$ cat src/rtl/spi_shift_engine.sv
// SPI master shift engine: pops TX FIFO words, serialises them on MOSI with
// programmable CPOL/CPHA/bit order/length, and pushes assembled MISO words.
module spi_shift_engine #(
   parameter int DATA_WIDTH = 32,
   parameter int DIV_WIDTH  = 8
) (
   input  logic                  clk,
   input  logic                  rst,
   input  logic                  enable,
   input  logic                  cpol,
   input  logic                  cpha,
   input  logic                  dord,
   input  logic [4:0]            datalen,
   input  logic [DIV_WIDTH-1:0]  clkdiv,
   input  logic [DATA_WIDTH-1:0] tdata,
   input  logic                  tfifo_empty,
   output logic                  tfifo_ren,
   output logic [DATA_WIDTH-1:0] rdata,
   input  logic                  rfifo_full,
   output logic                  rfifo_wen,
   output logic                  sclk,
   output logic                  mosi,
   input  logic                  miso,
   output logic                  ss_n,
   output logic                  busy,
   output logic                  rx_overrun
);

   typedef enum logic [2:0] {S_IDLE, S_LEAD, S_SHIFT, S_TAIL, S_GAP} state_t;

   state_t                state_q, state_d;
   logic [DIV_WIDTH-1:0]  cnt_q, cnt_d, div_q, div_d;
   logic [6:0]            edge_q, edge_d;
   logic [DATA_WIDTH-1:0] tx_q, tx_d, rx_q, rx_d, rdata_q, rdata_d;
   logic [4:0]            len_q, len_d;
   logic                  cpol_q, cpol_d, cpha_q, cpha_d, dord_q, dord_d;
   logic                  sclk_q, sclk_d, mosi_q, mosi_d, ss_n_q, ss_n_d;
   logic                  ren_q, ren_d, wen_q, wen_d, ovr_q, ovr_d, busy_q, busy_d;
   logic [DATA_WIDTH-1:0] aligned;
   logic                  sample_edge;

   function automatic logic head_bit(input logic [DATA_WIDTH-1:0] v, input logic lsb_first);
      return lsb_first ? v[0] : v[DATA_WIDTH-1];
   endfunction

   function automatic logic [DATA_WIDTH-1:0] advance(input logic [DATA_WIDTH-1:0] v, input logic lsb_first);
      return lsb_first ? (v >> 1) : (v << 1);
   endfunction

   always_comb begin
      state_d = state_q;
      cnt_d   = cnt_q;
      div_d   = div_q;
      edge_d  = edge_q;
      tx_d    = tx_q;
      rx_d    = rx_q;
      rdata_d = rdata_q;
      len_d   = len_q;
      cpol_d  = cpol_q;
      cpha_d  = cpha_q;
      dord_d  = dord_q;
      sclk_d  = sclk_q;
      mosi_d  = mosi_q;
      ss_n_d  = ss_n_q;
      ren_d   = 1'b0;
      wen_d   = 1'b0;
      ovr_d   = 1'b0;
      // MSB-first frames are pre-shifted so bit N-1 sits at the register top.
      aligned = dord ? tdata : (tdata << (DATA_WIDTH - 1 - int'(datalen)));
      sample_edge = ~edge_q[0] ^ cpha_q;

      case (state_q)
         S_IDLE: begin
            sclk_d = cpol;
            ss_n_d = 1'b1;
            if (enable && !tfifo_empty) begin
               ren_d   = 1'b1;
               cpol_d  = cpol;
               cpha_d  = cpha;
               dord_d  = dord;
               len_d   = datalen;
               div_d   = clkdiv;
               cnt_d   = clkdiv;
               rx_d    = '0;
               ss_n_d  = 1'b0;
               state_d = S_LEAD;
               if (!cpha) begin
                  mosi_d = head_bit(aligned, dord);
                  tx_d   = advance(aligned, dord);
               end else begin
                  tx_d   = aligned;
               end
            end
         end
         S_LEAD: begin
            if (cnt_q == '0) begin
               cnt_d   = div_q;
               edge_d  = {1'b0, len_q, 1'b0} + 7'd2;
               state_d = S_SHIFT;
            end else begin
               cnt_d = cnt_q - DIV_WIDTH'(1);
            end
         end
         S_SHIFT: begin
            if (cnt_q == '0) begin
               cnt_d  = div_q;
               sclk_d = ~sclk_q;
               edge_d = edge_q - 7'd1;
               if (sample_edge) begin
                  if (dord_q) begin
                     rx_d        = rx_q >> 1;
                     rx_d[len_q] = miso;
                  end else begin
                     rx_d = {rx_q[DATA_WIDTH-2:0], miso};
                  end
               end else if (edge_q != 7'd1) begin
                  mosi_d = head_bit(tx_q, dord_q);
                  tx_d   = advance(tx_q, dord_q);
               end
               if (edge_q == 7'd1) state_d = S_TAIL;
            end else begin
               cnt_d = cnt_q - DIV_WIDTH'(1);
            end
         end
         S_TAIL: begin
            if (cnt_q == '0) begin
               cnt_d   = div_q;
               ss_n_d  = 1'b1;
               state_d = S_GAP;
               if (!rfifo_full) begin
                  wen_d   = 1'b1;
                  rdata_d = rx_q;
               end else begin
                  ovr_d = 1'b1;
               end
            end else begin
               cnt_d = cnt_q - DIV_WIDTH'(1);
            end
         end
         S_GAP: begin
            if (cnt_q == '0) state_d = S_IDLE;
            else             cnt_d   = cnt_q - DIV_WIDTH'(1);
         end
         default: state_d = S_IDLE;
      endcase

      busy_d = (state_d != S_IDLE);
   end

   always_ff @(posedge clk or posedge rst) begin
      if (rst) begin
         state_q <= S_IDLE;
         cnt_q   <= '0;
         div_q   <= '0;
         edge_q  <= '0;
         tx_q    <= '0;
         rx_q    <= '0;
         rdata_q <= '0;
         len_q   <= '0;
         cpol_q  <= 1'b0;
         cpha_q  <= 1'b0;
         dord_q  <= 1'b0;
         sclk_q  <= 1'b0;
         mosi_q  <= 1'b0;
         ss_n_q  <= 1'b1;
         ren_q   <= 1'b0;
         wen_q   <= 1'b0;
         ovr_q   <= 1'b0;
         busy_q  <= 1'b0;
      end else begin
         state_q <= state_d;
         cnt_q   <= cnt_d;
         div_q   <= div_d;
         edge_q  <= edge_d;
         tx_q    <= tx_d;
         rx_q    <= rx_d;
         rdata_q <= rdata_d;
         len_q   <= len_d;
         cpol_q  <= cpol_d;
         cpha_q  <= cpha_d;
         dord_q  <= dord_d;
         sclk_q  <= sclk_d;
         mosi_q  <= mosi_d;
         ss_n_q  <= ss_n_d;
         ren_q   <= ren_d;
         wen_q   <= wen_d;
         ovr_q   <= ovr_d;
         busy_q  <= busy_d;
      end
   end

   assign tfifo_ren  = ren_q;
   assign rfifo_wen  = wen_q;
   assign rdata      = rdata_q;
   assign sclk       = sclk_q;
   assign mosi       = mosi_q;
   assign ss_n       = ss_n_q;
   assign busy       = busy_q;
   assign rx_overrun = ovr_q;

endmodule

$ cat config.mk
export PLATFORM = sky130hd
export DESIGN_NAME = spi_shift_engine
export DESIGN_NICKNAME = d
export VERILOG_FILES = /design/src/rtl/spi_shift_engine.sv
export SDC_FILE = /design/constraint.sdc
export NUM_CORES = 1
export LEC_CHECK = 0
export ABC_AREA = 1
export BUFFER_PORTS_ARGS = -buffer_cell sky130_fd_sc_hd__buf_2
export CORE_ASPECT_RATIO = 0.7
export CORE_MARGIN = 10
export CORE_UTILIZATION = 56
export DETAILED_ROUTE_END_ITERATION = 16
export GPL_TIMING_DRIVEN = 0
export PLACE_DENSITY = 0.76
export RECOVER_POWER = 50
export SLEW_MARGIN = 25
export SYNTH_ARGS = -nofsm -noshare
export SYNTH_HDL_FRONTEND = slang
export SYNTH_SLANG_ARGS = --single-unit
$ cat constraint.sdc
create_clock -name clk -period 6.75 [get_ports clk]
set_input_delay 1.0125 -clock clk [delete_from_list [all_inputs] [get_ports clk]]
set_output_delay 1.0125 -clock clk [all_outputs]
set_load 0.02 [all_outputs]
==> Flow_metrics.wiki <==
{| class="wikitable"
! Metric !! Value
|-
| Status || finished with violations
|-
| Violations in the final reports || max-capacitance violations, max-slew violations
|-
| Number of buffers inserted during clock tree synthesis || 17
|-
| Reg-to-reg startpoint || cnt_q[0]$_DFFE_PP0P_
|-
| Peak fanout along the critical path || 103
|-
| Number of hold buffers added after CTS || 0
|-
| Wirelength per Cell || 19.4 um
|-
| Multi-input logic area || between 5000 and 6000 sq um
|-
| Area of all sequential standard cells || 3400 sq um
|-
| Flip-flop and latch count after synthesis || 136
|-
| Post-DRT Antenna Nets || 0
|-
| Final hold violations || 0
|-
| EDFF count, synth || 0
|-
| TritonCTS clock tree || done
|-
| Area contributors post-synth || dfrtp_1, nand2_1, nand3_1
|-
| Slack of the worst reg-to-reg path || 4.27 ns
|-
| Worst-margin pin slew || 2.50 ns
|-
| Cells on worst reg2reg path || 8
|-
| Core Area || approximately 16,000 sq um
|-
| Number of setup violations in the final report || 0
|-
| Setup crit end kind || async pin
|-
| Tightest Hold Check Type || reg2reg
|-
| Vias in the first global route || 9,391
|-
| Remaining design rule violation count || 0
|-
| Worst path required time || 6.77 ns
|-
| Max clock buf depth || 2
|-
| Clock Sink Count || 136
|-
| Number of port buffers || 86
|-
| Library cell with the largest summed area after synthesis || dfrtp_1
|-
| Total power density per cell area || 196 nW/um^2
|-
| Average size of a mapped cell || 6.65 sq um
|-
| Count leader, synth || nand2_1
|-
| Global-route total usage across every layer || 0.293
|-
| Proportion of layout cells with a drive suffix above 1 || 0.117
|-
| Crit path max-delay cell type || clkbuf_2
|-
| Most instantiated cells after synthesis || nand2_1, nand3_1, dfrtp_1, o21ai_0, inv_1
|-
| Worst Hold Path EP || rdata[24]$_DFFE_PP0P_
|-
| # H-tree levels || 4
|-
| Antenna violations before repair || 0
|-
| Fmax achieved || around 0.26 GHz
|-
| Unrepaired setup endpoints after global routing || false
|-
| Sequential fraction of the synthesis area || 0.364
|-
| Resized cells post-CTS || 0
|-
| Portion of synthesized cell area occupied by the leading cell type || 0.361
|-
| Post-route clock period utilization || 0.579
|-
| Layout Area Growth over Synthesis || 13.8%
|-
| Netlist area before placement || 9350 sq um
|-
| Full die area || ~22,000 sq um
|-
| Die span in y || 128 um
|-
| Total Nets Final || between 1,500 and 2,000
|-
| Count of standard-cell rows || 39
|-
| Worst skew pair latency || 0.44 ns
|-
| Chip Width || 174 um
|-
| Max-slew headroom at the worst pin || -0.667
|-
| Initial standard-cell utilization of the core || 0.572
|-
| Maximum Capacitance Violations || 1
|-
| Total iterations of the first detailed-routing run || 6
|-
| Wirelength, routed || 33,900 um
|-
| Remaining global-route overflow || 0
|-
| Mean number of vias per cell || 6.10
|-
| Diodes inserted || 0
|-
| Source of the worst hold timing path || rdata[24]$_DFFE_PP0P_
|-
| CTS Root Buffer Type || clkbuf_16
|-
| WP buf/inv || 3
|-
| Arrival time reported for the critical path endpoint || around 4 ns
|-
| Delay of the slowest cell on the worst path || 1.88 ns
|-
| Iteration-0 DRC count of the detailed router || 1,734
|-
| Total negative slack for setup checks || 0 ns
|-
| Post-synthesis net count || 1,468
|-
| Distinct cells, synth || 40
|-
| Clock-pin slew on the worst setup and hold paths || approximately 0.070 ns
|-
| I/O pins || 93
|-
| Largest net degree at the start of global routing || roughly 100
|-
| Critical path, cell by cell || buf_2 > clkinvlp_2 > clkbuf_2
|-
| Static Leak || 5.21 nW
|-
| Startpoint type of the worst setup path || input pin
|-
| Max-slew violation count || about 100
|-
| Number of instances on the worst hold path || 2
|-
| Crit Path Category || in2async
|-
| Cell class contributing the biggest share of worst-path delay || buffers and inverters
|-
| Post-Route Utilization || 0.651
|-
| Dominant register cell in the synthesized netlist || dfrtp_1
|-
| Placer congestion estimate || 1.03
|-
| First-pass GRT wire length || 52,700 um
|-
| Half-perimeter wire length after detailed placement || 25,600 um
|-
| FILL cells || approximately 1,500
|-
| Endpoint of the lowest-slack register-to-register path || rdata[17]$_DFFE_PP0P_
|-
| Fraction of registers with async set or reset after synthesis || 1.00
|-
| Cell count after synthesis || 1,406
|-
| Peak ir drop on the vdd network || approximately 0.00015 V
|-
| Setup skew after layout || 0.0141 ns
|-
| Min Tclk post-route || 3.91 ns
|-
| Number of vias in the routed layout || 10,700
|-
| Total of warnings raised by yosys || 0
|-
| Count of buffers added by post-CTS timing repair for setup || 0
|}
how the worst max path moves through the flow:
| stage | start | endpoint | slack (ns) | cells past startpoint |
|---|---|---|---|---|
| 3_3_place_gp | rst | tx_q[22]$_DFFE_PP0P_ | 0.70 | 2 |
| 6_report | rst | rdata[31]$_DFFE_PP0P_ | 2.84 | 3 |
| 3_5_place_dp | datalen[2] | tx_q[21]$_DFFE_PP0P_ | 4.00 | 10 |
| 2_1_floorplan | rst | busy$_DFF_PP0_ | 2.10 | 1 |
| 5_1_grt | rst | tx_q[11]$_DFFE_PP0P_ | 2.27 | 3 |
| 4_1_cts | datalen[2] | tx_q[21]$_DFFE_PP0P_ | 4.46 | 10 |
layer usage:
metal | track usage | vias to the layer above | part of all wire
met2 | 0.376 | 733 | 0.38
met1 | 0.445 | 4873 | 0.46
met5 | 0.0154 | - | 0.0012
met3 | 0.107 | 63 | 0.15
li1 | - | 5012 | -
met4 | 0.0687 | 2 | 0.015
per-stage QoR:
step	hold slack [ns]	worst slack, ns	total power [mW]	std cells	instance area (sq um)
2_1_floorplan	0.454	2.10	1.03	1406	9350
4_1_cts	0.485	4.46	2.08	1750	10700
3_3_place_gp	0.465	0.697	1.13	1717	10100
6_report	0.483	2.84	2.09	1750	10600
3_5_place_dp	0.468	4.00	1.14	1718	10100
5_1_grt	0.504	2.27	2.14	1750	10600
power breakdown:
| group | total, mW | switching [mW] | leakage [nW] | internal (mW) |
|---|---|---|---|---|
| registers | 0.823 | 0.00296 | 1.64 | 0.820 |
| clock network | 0.950 | 0.416 | 0.291 | 0.534 |
| logic | 0.313 | 0.228 | 3.29 | 0.0858 |
| total | 2.09 | 0.647 | 5.21 | 1.44 |
cell families (layout without fill, tap and decap cells):
logic type               after synthesis  count (layout)  share of synthesized area
AO/OA/AOI/OAI                        309             309                      0.183
XOR/XNOR                               7               7                    0.00656
adder cells (fa/ha/maj)                8               8                     0.0107
buffers and inverters                194             313                     0.0853
flip-flops                           136             136                      0.364
AND/OR/NAND/NOR                      752             752                      0.350
cell type report:
type                    instances  share of cell area
multi-input cells            1076               0.482
flip-flops and latches        136               0.320
clock buffers                  18              0.0413
repair buffers                 87              0.0409
plain buffers                  97              0.0401
inverters                      97              0.0343
well taps                     225              0.0265
clock inverters                14              0.0145
sequential cells by signal, indices dropped and copies added, names as in the netlist:
name,count
rfifo_wen,1
edge_q,7
rx_overrun,1
len_q,5
cnt_q,8
div_q,8
cpha_q,1
mosi,1
dord_q,1
rdata,32
tx_q,32
ss_n,1
sclk,1
tfifo_ren,1
state_q,3
rx_q,32
busy,1
cells in the final DEF, fill, tap and decap left out, types with 7 or more instances in the layout:
cell and count:
o21ai_0 125, a21oi_1 78, clkbuf_1 44, nand3_1 289, o311ai_0 14, nand4_1 7, a31oi_1 26, nand2_1 388
ha_1 8, clkbuf_16 17, dfrtp_1 135, inv_2 8, buf_1 15, inv_1 87, buf_2 121, o21ai_1 32
o22ai_1 18, nor2_1 51
worst min-delay path, stage by stage (launching register included):
cell	delay (ns)
dfrtp_1	0.34
nand2_1	0.05
o21ai_0	0.05
No activity file was read; power rests on OpenSTA's default activity.
